`src/rtl/ram_loader.sv`:
```
// Program-RAM loader/arbiter: halts the CPU and streams 16 bytes into the RAM prog port.
// Optional LOADER_CHECKSUM_EN adds a CHECK state that verifies a trailing mod-256 sum byte.
module ram_loader #(
    parameter int DEPTH  = 16,
    parameter int ADDR_W = 4
) (
    input  logic              clk,
    input  logic              rst,
    input  logic              start,
    input  logic              abort,
    input  logic              in_valid,
    input  logic [7:0]        in_data,
    output logic              in_ready,
    input  logic [ADDR_W-1:0] cpu_addr,
    input  logic              cpu_w_en,
    input  logic [7:0]        cpu_w_data,
    output logic [ADDR_W-1:0] ram_address,
    output logic              ram_w_en,
    output logic [7:0]        ram_w_data,
    output logic              ram_prog_mode,
    output logic [ADDR_W-1:0] ram_prog_addr,
    output logic              cpu_halt,
    output logic              busy,
    output logic              done,
    output logic              error
);

`ifdef LOADER_CHECKSUM_EN
    typedef enum logic [1:0] {IDLE = 2'd0, LOAD = 2'd1, CHECK = 2'd2, DONE = 2'd3} state_t;
`else
    typedef enum logic [1:0] {IDLE = 2'd0, LOAD = 2'd1, DONE = 2'd3} state_t;
`endif

    localparam logic [ADDR_W-1:0] LAST = ADDR_W'(DEPTH - 1);

    state_t            state_q, state_d;
    logic [ADDR_W-1:0] cnt_q, cnt_d;
    logic [ADDR_W-1:0] prog_addr_q, prog_addr_d;
    logic [7:0]        data_q, data_d;
    logic              prog_q, prog_d;
    logic              done_q, done_d;
    logic              error_q, error_d;
    logic              session;
    logic              accept;
`ifdef LOADER_CHECKSUM_EN
    logic [7:0]        sum_q, sum_d;
`endif

    // in_ready is a pure function of state so there is no path from in_valid
    assign session  = (state_q != IDLE) && (state_q != DONE);
    assign in_ready = session;
    assign accept   = in_valid & session;

    always_comb begin
        state_d     = state_q;
        cnt_d       = cnt_q;
        prog_addr_d = prog_addr_q;
        data_d      = data_q;
        prog_d      = 1'b0;
        done_d      = done_q;
        error_d     = error_q;
`ifdef LOADER_CHECKSUM_EN
        sum_d       = sum_q;
`endif
        case (state_q)
            IDLE, DONE: begin
                if (start) begin
                    state_d = LOAD;
                    cnt_d   = '0;
                    done_d  = 1'b0;
                    error_d = 1'b0;
`ifdef LOADER_CHECKSUM_EN
                    sum_d   = 8'h00;
`endif
                end
            end
            LOAD: begin
                if (abort) begin
                    state_d = IDLE;
                    error_d = 1'b1;
                    done_d  = 1'b0;
                end else if (accept) begin
                    data_d      = in_data;
                    prog_addr_d = cnt_q;
                    prog_d      = 1'b1;
                    cnt_d       = cnt_q + ADDR_W'(1);
`ifdef LOADER_CHECKSUM_EN
                    sum_d       = sum_q + in_data;
                    if (cnt_q == LAST) state_d = CHECK;
`else
                    if (cnt_q == LAST) begin
                        state_d = DONE;
                        done_d  = 1'b1;
                    end
`endif
                end
            end
`ifdef LOADER_CHECKSUM_EN
            CHECK: begin
                // trailing byte is compared only, never written to RAM
                if (abort) begin
                    state_d = IDLE;
                    error_d = 1'b1;
                    done_d  = 1'b0;
                end else if (accept) begin
                    state_d = DONE;
                    done_d  = 1'b1;
                    error_d = (in_data != sum_q);
                end
            end
`endif
            default: state_d = IDLE;
        endcase
    end

    always_ff @(posedge clk) begin
        if (rst) begin
            state_q     <= IDLE;
            cnt_q       <= '0;
            prog_addr_q <= '0;
            data_q      <= 8'h00;
            prog_q      <= 1'b0;
            done_q      <= 1'b0;
            error_q     <= 1'b0;
`ifdef LOADER_CHECKSUM_EN
            sum_q       <= 8'h00;
`endif
        end else begin
            state_q     <= state_d;
            cnt_q       <= cnt_d;
            prog_addr_q <= prog_addr_d;
            data_q      <= data_d;
            prog_q      <= prog_d;
            done_q      <= done_d;
            error_q     <= error_d;
`ifdef LOADER_CHECKSUM_EN
            sum_q       <= sum_d;
`endif
        end
    end

    // The final prog pulse can land in DONE, so CPU writes stay blocked while it is high
    assign ram_address   = cpu_addr;
    assign ram_w_en      = cpu_w_en & ~session & ~prog_q;
    assign ram_w_data    = prog_q ? data_q : cpu_w_data;
    assign ram_prog_mode = prog_q;
    assign ram_prog_addr = prog_addr_q;
    assign cpu_halt      = session;
    assign busy          = session;
    assign done          = done_q;
    assign error         = error_q;

endmodule

```
`config.mk`:
```
export PLATFORM = sky130hd
export DESIGN_NAME = ram_loader
export DESIGN_NICKNAME = d
export VERILOG_FILES = /design/src/rtl/ram_loader.sv
export SDC_FILE = /design/constraint.sdc
export NUM_CORES = 1
export LEC_CHECK = 0
export ABC_AREA = 0
export BUFFER_PORTS_ARGS = -buffer_cell sky130_fd_sc_hd__buf_4
export CAP_MARGIN = 10
export CORE_MARGIN = 1.5
export CORE_UTILIZATION = 41
export DETAILED_ROUTE_END_ITERATION = 6
export HOLD_SLACK_MARGIN = 0.08
export PLACE_DENSITY = 0.81
export SYNTH_ARGS = -nofsm -noshare
export SYNTH_HDL_FRONTEND = slang
export SYNTH_SLANG_ARGS = --single-unit
```
`constraint.sdc`:
```
create_clock -name clk -period 1.6 [get_ports clk]
set_clock_uncertainty 0.15 [all_clocks]
set_input_delay 0.16 -clock clk [delete_from_list [all_inputs] [get_ports clk]]
set_output_delay 0.16 -clock clk [all_outputs]
set_load 0.05 [all_outputs]
```
==> Word-level counts from Yosys, hierarchy flattened <==
Cells that the tools add are included.
{ "classes": {"n_eq_ne": 10, "muxes": 18, "reduce_logical": 11, "bitwise_logic": 7, "n_addsub": 1} }
{ "op_table": {"columns": ["operator", "n"], "rows": [
  ["4-bit two-way mux", 3],
  ["2-bit inequality test, second input constant", 5],
  ["3-bit AND reduction", 3],
  ["2-bit two-way mux", 4],
  ["8-bit two-way mux", 1],
  ["4-bit case mux with 2 select lines", 1],
  ["4-bit AND reduction", 2],
  ["1-bit two-way mux", 6],
  ["3-bit inequality test, second input constant", 2],
  ["4-bit by 1-bit adder with 4-bit output, second input constant", 1],
  ["4-bit equality test, second input constant", 1],
  ["1-bit NOT", 4],
  ["1-bit case mux with 2 select lines", 2],
  ["2-bit case mux with 2 select lines", 1],
  ["2-bit nonzero test", 2],
  ["1-bit bitwise AND", 3],
  ["3-bit OR reduction", 1],
  ["2-bit by 1-bit equality test with 1-bit output, second input constant", 1],
  ["2-bit equality test, second input constant", 1],
  ["2-bit zero test", 1],
  ["2-bit OR reduction", 1],
  ["1-bit logical AND", 1]
]} }
{ "totals": {"output_inout_bits": 23, "reg_bits": 21, "in_bits": 26} }

==> Depth between registers and ports, before layout <==
Gate-level depths: netlist of the first run.
{ "depth": {"ltp_word": 6, "mapped_depth": 8, "depth_no_buf": 5} }

==> Least setup slack after synthesis of the first run <==
OpenSTA, ideal clock, no wires.
{ "synth_path": {"path_type": "reg2out", "startpoint": "reg state_q[0]", "endpoint": "out ram_w_en", "slack_ns": -0.929, "arrival_time_ns": 2.219, "path_buffers": 1, "path_stages_with_launch": 6, "path_cell_list": "dfxtp_1 -> inv_1 -> ha_1 -> buf_6 -> inv_1 -> nor3b_1"} }
{ "synth_via": {"elab_chain_cells": 5, "elab_cells_between_ends": 6, "classes_between": "1 x eq/ne; 3 x bitwise; 2 x reduce/logical"} }
{ "synth_rtl": {"columns": ["item", "line_no", "rtl"], "rows": [
  ["start: declaration", "36", "state_t state_q, state_d;"],
  ["start signal: assignment", "129", "state_q <= state_d;"],
  ["2-bit inequality test / 2-bit nonzero test (equally long branches)", "50", "assign session = (state_q != IDLE) && (state_q != DONE);"],
  ["1-bit logical AND *", "50", null],
  ["via busy", "23", "output logic busy,"],
  ["1-bit NOT *", "144", "assign ram_w_en = cpu_w_en & ~session & ~prog_q;"],
  ["1-bit bitwise AND * (2 in a row)", "144", null],
  ["end: declaration", "18", "output logic ram_w_en,"]
]} }
The timed path passes the listed nets; every way through them passes the cells marked *.

==> Final worst setup path of the first run <==
{ "layout_path": {"startpoint": "reg state_q[0]", "endpoint": "out ram_w_en"} }
{ "layout_via": {"elab_chain_cells": 5, "elab_cells_between_ends": 6, "classes_between": "1 x eq/ne; 3 x bitwise; 2 x reduce/logical"} }
{ "layout_rtl": {"columns": ["item", "line_no"], "rows": [
  ["2-bit inequality test / 2-bit nonzero test (equally long branches)", "50"],
  ["1-bit logical AND *", "50"],
  ["1-bit NOT *", "144"],
  ["1-bit bitwise AND * (2 in a row)", "144"]
]} }
Mark *: on every way between the ends. The rest lies on a longest branch, timed or not.

==> flow_summary.toml, run 1 <==
[sta]
post-route-min-period_ps = 1720
max_freq_mhz = 580
tightest_slew_ps = 258
drv_slew = 0
setup_viol = 26
fin_setup_tns_ps = -1130
post-route-period-util = 1.08
slew_headroom = 0.828
hold_viol_final = 0
finalWorstSetupSlack_ps = -124
rsz0062_at_grt = "true"
finalHoldWorstSlack_ps = 140

[synthesis]
netlist_instances = 124
synth.area.top_cells = "dfxtp_1 (39%), nand2_1 (8.7%), a21oi_1 (8.4%)"
synthFlopType = "dfxtp_1"
synth_top_cell_by_area = "dfxtp_1"
syn-cell-area_um2 = 1080
syn_nets = 153
ys_seq_area_frac = 0.390
synth_edf_count = 0
netlist.area_leader.share = 0.390
yosysMostFrequentCell = "nand2_1"
synthArstFlopShare = 0
synth_seq_cells = 21
synth.distinct_cells = 31
yosys_warnings = 0
synth_commonest_cells = "nand2_1 (25), dfxtp_1 (21), a21oi_1 (18)"
synth.avg_cell_area_um2 = 8.70

[detailed_routing]
drt-initial-drc-count = 19
detail_route.wl_per_cell_um = 15.3
wl_met3_um = 155
wl_um = 3200
drt_pass1_iterations = 4
wl_met1_um = 1260
via_per_inst = 5.22
drcViolationCount = 0
ant_nets = 0
num_vias = 1090
dr.max_layer_used = "met4"
wl_met2_um = 1720

[setup_path]
max_stage_delay_ps = 360
path_class = "register to output port"
critPathMaxFanout = 3
cp_slowest_cell = "dfxtp_2"
critPathRequiredTime_ps = 1290
rrSetupSlack_ps = -120
start_kind = "register"
worstPathArrival_ps = 1410
end_kind = "output port"
crit_path_cell_trace = "inv_2 -> ha_4 -> inv_4 -> nor3b_4 -> buf_6"

[floorplan]
coreArea_um2 = 2480
rows = 18
die_h_um = 54.3
die_w_um = 54.3
initial_core_util = 0.435
dieArea_um2 = 2950
ios = 49

[place]
port_buffers = 40
dp.cells = 184
gp_congestion = 0.825
post-place-ws_ps = -4.87
hpwl_um = 1680

[global_routing]
antenna_found_initial = 0
grt_pass1_vias = 980
grt_pass1_wl_um = 4160
grt_max_degree = 26
track_usage = 0.197
grt_overflow_total = 0

[power_and_ir_drop]
power_mw = 1.33
power_density_nw_per_um2 = 765
vdd.ir_drop.worst_mv = 0.532
p_leak_nw = 0.720
swShare = 0.348
p_sw_uw = 462
internal-power_uw = 866
p_clk_frac = 0.205
sequentialPowerShare = 0.410
p_comb_frac = 0.385

[cells_and_area]
area_growth_pct = 60.9
finalNonFillerCells = 209
fin_nets = 209
drive_gt1_frac = 0.469
diodes = 0

[clock_tree]
clkTransAtPathRegs_ps = 130
cts_buffer_depth = 2
clk_latency_ps = 320
cts_root_buffer = "clkbuf_4"
cts_buffers = 3
cts_sinks = 21
htree_levels = 1
cts_tree = "built"

[run_status]
violations = "setup timing"
status = "finished with violations"

[job]
drv_cap = 0

[worst_hold_path]
min_path_type = "input pin to register"
power by group through the flow:
| stage | registers [mW] | logic, mW | clock network, mW |
|---|---|---|---|
| CTS | 0.545 | 0.438 | 0.273 |
| finish | 0.545 | 0.511 | 0.272 |
| global placement | 0.558 | 0.369 | 0 |
| detailed placement | 0.559 | 0.376 | 0 |
| floorplan | 0.567 | 0.293 | 0 |
| global route | 0.546 | 0.537 | 0.296 |
cell type report:
cell class / count / area [µm²]
multi-input cells: 88 / 662
repair buffers: 63 / 568
flip-flops and latches: 21 / 427
well taps: 30 / 37.5
clock buffers: 3 / 22.5
clock inverters: 1 / 5.00
fillers: 185 / 742
inverters: 3 / 13.8
per-stage QoR:
step | cell area (µm²) | util
6_report | 1740 | 0.701
5_1_grt | 1740 | 0.701
4_1_cts | 1610 | 0.651
3_5_place_dp | 1370 | 0.555
3_3_place_gp | 1370 | 0.555
2_1_floorplan | 1110 | -
cells by family (layout without fill, tap and decap cells):
logic type	count (synthesis)	in the layout	share of synthesized area
buffers and inverters	16	70	0.0951
multiplexers	10	10	0.102
AND/OR/NAND/NOR	49	50	0.238
flip-flops	21	21	0.390
adder cells (fa/ha/maj)	3	3	0.0348
AO/OA/AOI/OAI	25	25	0.140
critical path, delay by kind of cell (launching register included):
kind	cells	cell delay [ps]
DFF	1	360
buffers and inverters	3	280
adders and majority gates	1	280
and+or+nand+nor	1	180
placed cells by master, fill, tap and decap left out, drive strengths merged, types with 2 or more instances in the layout:
cell type / instances
buf: 52
nand2: 25
dfxtp: 21
a21oi: 18
dlygate4sd3: 11
mux2: 8
nand3: 4
nor2: 4
clkbuf: 3
nand3b: 3
ha: 3
inv: 3
nor2b: 2
nand2b: 2
nor3: 2
and4bb: 2
or3b: 2
mux2i: 2
timing repair:
| item | in CTS | in global routing |
|---|---|---|
| gates cloned | 2 | 0 |
| setup endpoints to repair | 17 | 31 |
| setup buffers | 2 | 6 |
| pin swaps | 3 | 6 |
| hold endpoints to repair | 18 | 0 |
| resized for setup | 17 | 23 |
| hold buffers | 11 | 0 |
metal layers:
| layer | vias up | GRT usage |
|---|---|---|
| met4 | 0 | 0.0958 |
| met1 | 513 | 0.228 |
| li1 | 531 | - |
| met5 | - | 0 |
| met2 | 37 | 0.353 |
| met3 | 9 | 0.0273 |
state kept, by name, summed over array words and instances (netlist names):
register,count
data_q,8
state_q,2
ram_prog_mode,1
done,1
error,1
ram_prog_addr,4
cnt_q,4
path summary, 6_finish.rpt:
path	startpoint	endpoint	cells after the start
worst max-delay path	state_q[0]	ram_w_en	5
worst min-delay path	in_valid	ram_prog_mode	4
worst max register to register	state_q[0]	state_q[1]	6
worst min register to register	ram_prog_addr[3]	ram_prog_addr[3]	2
Power figures use the tool's default switching activity.
==> run 2, diff against run 1 <==
--- a/config.mk
+++ b/config.mk
@@ -11,8 +11,11 @@
 export CORE_MARGIN = 1.5
 export CORE_UTILIZATION = 41
 export DETAILED_ROUTE_END_ITERATION = 6
+export GPL_ROUTABILITY_DRIVEN = 0
 export HOLD_SLACK_MARGIN = 0.08
 export PLACE_DENSITY = 0.81
+export REMOVE_ABC_BUFFERS = 1
+export SETUP_SLACK_MARGIN = 0.02
 export SYNTH_ARGS = -nofsm -noshare
 export SYNTH_HDL_FRONTEND = slang
 export SYNTH_SLANG_ARGS = --single-unit
==> run 2 against run 1 <==
Against the previous run:
- the run still ends with setup timing left
- utilization up 0.96 points
- worst setup slack got worse by 6.5 ps
- worst hold slack improved by 31 ps
- non-clock buffer count grew 1
- critical path type unchanged
- critical endpoint unchanged
==> flow_summary.toml, run 2 (synthesized netlist as in run 1, its figures left out) <==
[run_status]
status = "finished with violations"
violations = "setup timing"

[cells_and_area]
diodes = 0
fin_nets = 210
top_register = "data_q"
largest_reg_flops = 8
final_cell_mix = "buf_4 (38), nand2_1 (23), dfxtp_1 (18)"
area_growth_pct = 63.1
final_core_util = 0.710
drive_gt1_frac = 0.478
final_common_cell = "buf_4"
fin_area_um2 = 1760
nFillCells = 146

[power_and_ir_drop]
internal-power_uw = 885
p_leak_nw = 0.740
power_density_nw_per_um2 = 776
p_sw_uw = 480
p_comb_frac = 0.404
vdd.ir_drop.worst_mv = 0.622
swShare = 0.352
p_clk_frac = 0.196
sequentialPowerShare = 0.400

[global_routing]
grt_max_degree = 26
grt_pass1_wl_um = 4870
grt_overflow_total = 0
track_usage = 0.233
antenna_found_initial = 0
grt_pass1_vias = 1071

[setup_path]
max_stage_delay_ps = 360
critical-path-top-delay-family = "flip-flops"
reg2regPathDepth = 6
crit_path_cell_trace = "inv_2 -> ha_4 -> inv_4 -> nor3b_4 -> buf_6"
path_class = "register to output port"
crit_end = "ram_w_en"
critPathRequiredTime_ps = 1290
end_kind = "output port"
crit_cells = 5
critPathMaxFanout = 4
rrSetupSlack_ps = -90
r2r_end = "state_q[1]"
path_buf_inv = 3
cp_slowest_cell = "dfxtp_2"
worstPathArrival_ps = 1420
start_kind = "register"
cp-startpoint = "state_q[0]"
r2r-start = "state_q[0]"

[floorplan]
dieArea_um2 = 2950
die_w_um = 54.3
ios = 49
rows = 18
coreArea_um2 = 2480
die_h_um = 54.3
initial_core_util = 0.435

[detailed_routing]
ant_nets = 0
dr.max_layer_used = "met4"
wl_met1_um = 1470
drt_pass1_iterations = 4
via_per_inst = 5.78
drt-initial-drc-count = 46
wl_met3_um = 309
drcViolationCount = 0
wl_um = 4040
num_vias = 1213
wl_met2_um = 2010
detail_route.wl_per_cell_um = 19.2

[sta]
rsz0062_at_grt = "true"
drv_slew = 0
finalWorstSetupSlack_ps = -131
max_freq_mhz = 578
post-route-min-period_ps = 1730
post-route-period-util = 1.08
tightest_slew_ps = 270
setup_viol = 17
slew_headroom = 0.820
hold_viol_final = 0

[worst_hold_path]
min_path_type = "input pin to output port"

[clock_tree]
htree_levels = 1
clkTransAtPathRegs_ps = 130
cts_tree = "built"
cts_buffers = 3
cts_buffer_depth = 2
clk_latency_ps = 310
cts_sinks = 21
cts_root_buffer = "clkbuf_4"

[job]
drv_cap = 0

[place]
placed_area_um2 = 1360
port_buffers = 40
hpwl_um = 1720
run 2: cell types whose count changed in the layout (fill, tap and decap cells not counted), moves of 2 or more:
cell,change
buf_6,-3
buf_8,+3
mux2_2,-3
mux2_4,+3
nor2_1,+2
nor2_2,-2
nor2b_1,-2
run 2: through the flow:
stage               TNS, ps  hold slack (ps)  setup WS (ps)  power [mW]  std cells
global route          -1870              170           -184        1.40        210
detailed placement    -1640              170           -116       0.934        186
floorplan             -5820             76.2          -1430       0.786        111
CTS                    -369              170          -94.0        1.28        209
global placement       -370              170          -35.4       0.926        186
finish                 -884              170           -131        1.37        210
run 2: worst min-delay path by stage:
stage           startpoint        endpoint  cells after the start
4_1_cts        cpu_addr[0]  ram_address[0]                      0
5_1_grt        cpu_addr[0]  ram_address[0]                      0
3_3_place_gp   cpu_addr[0]  ram_address[0]                      0
3_5_place_dp   cpu_addr[0]  ram_address[0]                      0
6_report       cpu_addr[2]  ram_address[2]                      0
2_1_floorplan          rst      state_q[1]                      1
run 2: area by class of cell:
| cell class | count | area [µm²] | area share |
|---|---|---|---|
| Sequential cell | 21 | 427 | 0.243 |
| Multi-Input combinational cell | 88 | 667 | 0.379 |
| Clock inverter | 1 | 5.00 | 0.00284 |
| Inverter | 3 | 13.8 | 0.00782 |
| Timing Repair Buffer | 64 | 587 | 0.334 |
| Clock buffer | 3 | 22.5 | 0.0128 |
| Tap cell | 30 | 37.5 | 0.0213 |
run 2: per-layer routing:
| metal | global-route usage | up-vias |
|---|---|---|
| li1 | - | 535 |
| met1 | 0.239 | 563 |
| met2 | 0.436 | 86 |
| met3 | 0.0410 | 29 |
| met4 | 0.142 | 0 |
| met5 | 0 | - |
run 2: power by group through the flow:
stage / registers (mW) / clock network [mW] / logic (mW)
after global placement: 0.556 / 0 / 0.370
final: 0.546 / 0.268 / 0.551
after detailed placement: 0.557 / 0 / 0.377
after floorplan: 0.566 / 0 / 0.220
after global routing: 0.548 / 0.290 / 0.567
after CTS: 0.544 / 0.256 / 0.484
run 2: what timing repair did:
action / 4_1_cts / 5_1_grt
setup endpoints to repair: 31 / 32
gates resized for setup: 31 / 21
endpoints found under the hold margin: 18 / 0
pin swaps: 6 / 3
setup buffers: 7 / 1
hold buffers: 11 / 0
cloned: 1 / 0
==> run 3, diff against run 2 <==
--- a/config.mk
+++ b/config.mk
@@ -9,11 +9,11 @@
 export BUFFER_PORTS_ARGS = -buffer_cell sky130_fd_sc_hd__buf_4
 export CAP_MARGIN = 10
 export CORE_MARGIN = 1.5
-export CORE_UTILIZATION = 41
+export CORE_UTILIZATION = 35
 export DETAILED_ROUTE_END_ITERATION = 6
 export GPL_ROUTABILITY_DRIVEN = 0
 export HOLD_SLACK_MARGIN = 0.08
-export PLACE_DENSITY = 0.81
+export PLACE_DENSITY = 0.72
 export REMOVE_ABC_BUFFERS = 1
 export SETUP_SLACK_MARGIN = 0.02
 export SYNTH_ARGS = -nofsm -noshare
==> run 3 against run 2 <==
Against the previous run:
- the run still ends with setup timing left
- sequential power is essentially flat
- critical path type is now register to register
- non-clock buffer count increased by 4
- combinational power rose by 6.9%
- final area increased by 10%
- via count is 2.6% lower
==> flow_summary.toml, run 3 (synthesized netlist as in run 1, its figures left out) <==
[detailed_routing]
num_vias = 1181
drt-initial-drc-count = 36
ant_nets = 0
drt_pass1_iterations = 4
drcViolationCount = 0
wl_um = 3780
via_per_inst = 5.52
detail_route.wl_per_cell_um = 17.6

[worst_hold_path]
min_path_type = "input pin to register"
whs_path_depth = 4
min_from = "in_valid"
hold_end = "ram_prog_mode"

[run_status]
status = "finished with violations"
violations = "setup timing"

[sta]
slew_headroom = 0.696
setup_viol = 23
finalWorstSetupSlack_ps = -181
tightest_slew_ps = 455
post-route-min-period_ps = 1780
rsz0062_at_grt = "true"
post-route-period-util = 1.11
finalHoldWorstSlack_ps = 160
hold_viol_final = 0
fin_setup_tns_ps = -1520
drv_slew = 0
max_freq_mhz = 561

[cells_and_area]
fin_area_um2 = 1930
nFillCells = 177
finalNonFillerCells = 214
drive_gt1_frac = 0.590
final_cell_mix = "buf_4 (40), dfxtp_1 (18), nand2_1 (16)"
largest_reg_flops = 8
final_core_util = 0.684
fin_nets = 213
diodes = 0
final_common_cell = "buf_4"
top_register = "data_q"
area_growth_pct = 79.4

[floorplan]
ios = 49
die_h_um = 58.5
initial_core_util = 0.381
coreArea_um2 = 2830
dieArea_um2 = 3420
die_w_um = 58.5
rows = 19

[power_and_ir_drop]
p_clk_frac = 0.182
swShare = 0.341
p_sw_uw = 474
power_density_nw_per_um2 = 718
sequentialPowerShare = 0.394
power_mw = 1.39
internal-power_uw = 915
p_comb_frac = 0.424
vdd.ir_drop.worst_mv = 0.298
p_leak_nw = 0.854

[place]
port_buffers = 40
post-place-ws_ps = -92.9
hpwl_um = 1810
placed_area_um2 = 1410
dp.cells = 192

[setup_path]
r2r-start = "state_q[0]"
start_kind = "register"
worstPathArrival_ps = 1850
reg2regPathDepth = 7
rrSetupSlack_ps = -180
cp-startpoint = "state_q[0]"
critPathMaxFanout = 7
path_class = "register to register"
r2r_end = "data_q[2]"
critPathRequiredTime_ps = 1670
end_kind = "register"

[clock_tree]
cts_buffers = 3
clkTransAtPathRegs_ps = 120
cts_sinks = 21
cts_root_buffer = "clkbuf_4"
htree_levels = 1
clk_latency_ps = 310
cts_tree = "built"
cts_buffer_depth = 2

[global_routing]
grt_overflow_total = 0
grt_pass1_wl_um = 4950
track_usage = 0.190
antenna_found_initial = 0
grt_max_degree = 26
grt_pass1_vias = 1145

[job]
drv_cap = 0
==> run 3: changes by cell type in the layout (fill, tap and decap cells not counted), sizes merged <==
cell and change:
clkinv -1, clkbuf +1, and4bb -1, buf +4
==> run 3: power by group through the flow <==
| stage | sequential (mW) | combinational [mW] | clock [mW] |
|---|---|---|---|
| 2_1_floorplan | 0.566 | 0.220 | 0 |
| 3_3_place_gp | 0.556 | 0.391 | 0 |
| 3_5_place_dp | 0.558 | 0.396 | 0 |
| 4_1_cts | 0.546 | 0.513 | 0.264 |
| 5_1_grt | 0.548 | 0.615 | 0.292 |
| 6_report | 0.547 | 0.589 | 0.253 |
==> run 3: cell type report <==
cell class / count / area [µm²] / share of cell area
clock buffer: 4 / 26.3 / 0.0136
tap: 31 / 38.8 / 0.0201
timing repair buffer: 68 / 644 / 0.333
multi-input combinational: 87 / 787 / 0.407
inverter: 3 / 11.3 / 0.00582
sequential: 21 / 427 / 0.221
==> run 3: worst max path at each step <==
stage / endpoint / cells after the start
6_report: data_q[2] / 7
4_1_cts: ram_w_en / 5
5_1_grt: data_q[2] / 7
3_3_place_gp: cnt_q[1] / 6
2_1_floorplan: ram_w_en / 4
3_5_place_dp: state_q[0] / 6
==> run 3: metal layers <==
metal	vias to the layer above	GRT usage	share of wire
met5	-	0	0
met4	0	0.113	0.024
met3	11	0.0352	0.064
met2	54	0.340	0.52
met1	577	0.206	0.40
li1	539	-	-
==> run 3: repair_timing <==
action | in CTS | in global routing
hold endpoints to repair | 17 | 0
setup endpoints to repair | 31 | 31
gates cloned | 1 | 0
gates resized for setup | 41 | 43
setup buffers | 6 | 2
hold buffers | 11 | 0
pin swaps | 17 | 14
==> run 3: critical path, cell delays in order, from the launching register on <==
cell      delay, ps
dfxtp_2         360
inv_2            50
ha_4            230
buf_6           130
and4bb_2        350
buf_8           160
nand2_1          70
a21oi_1         190
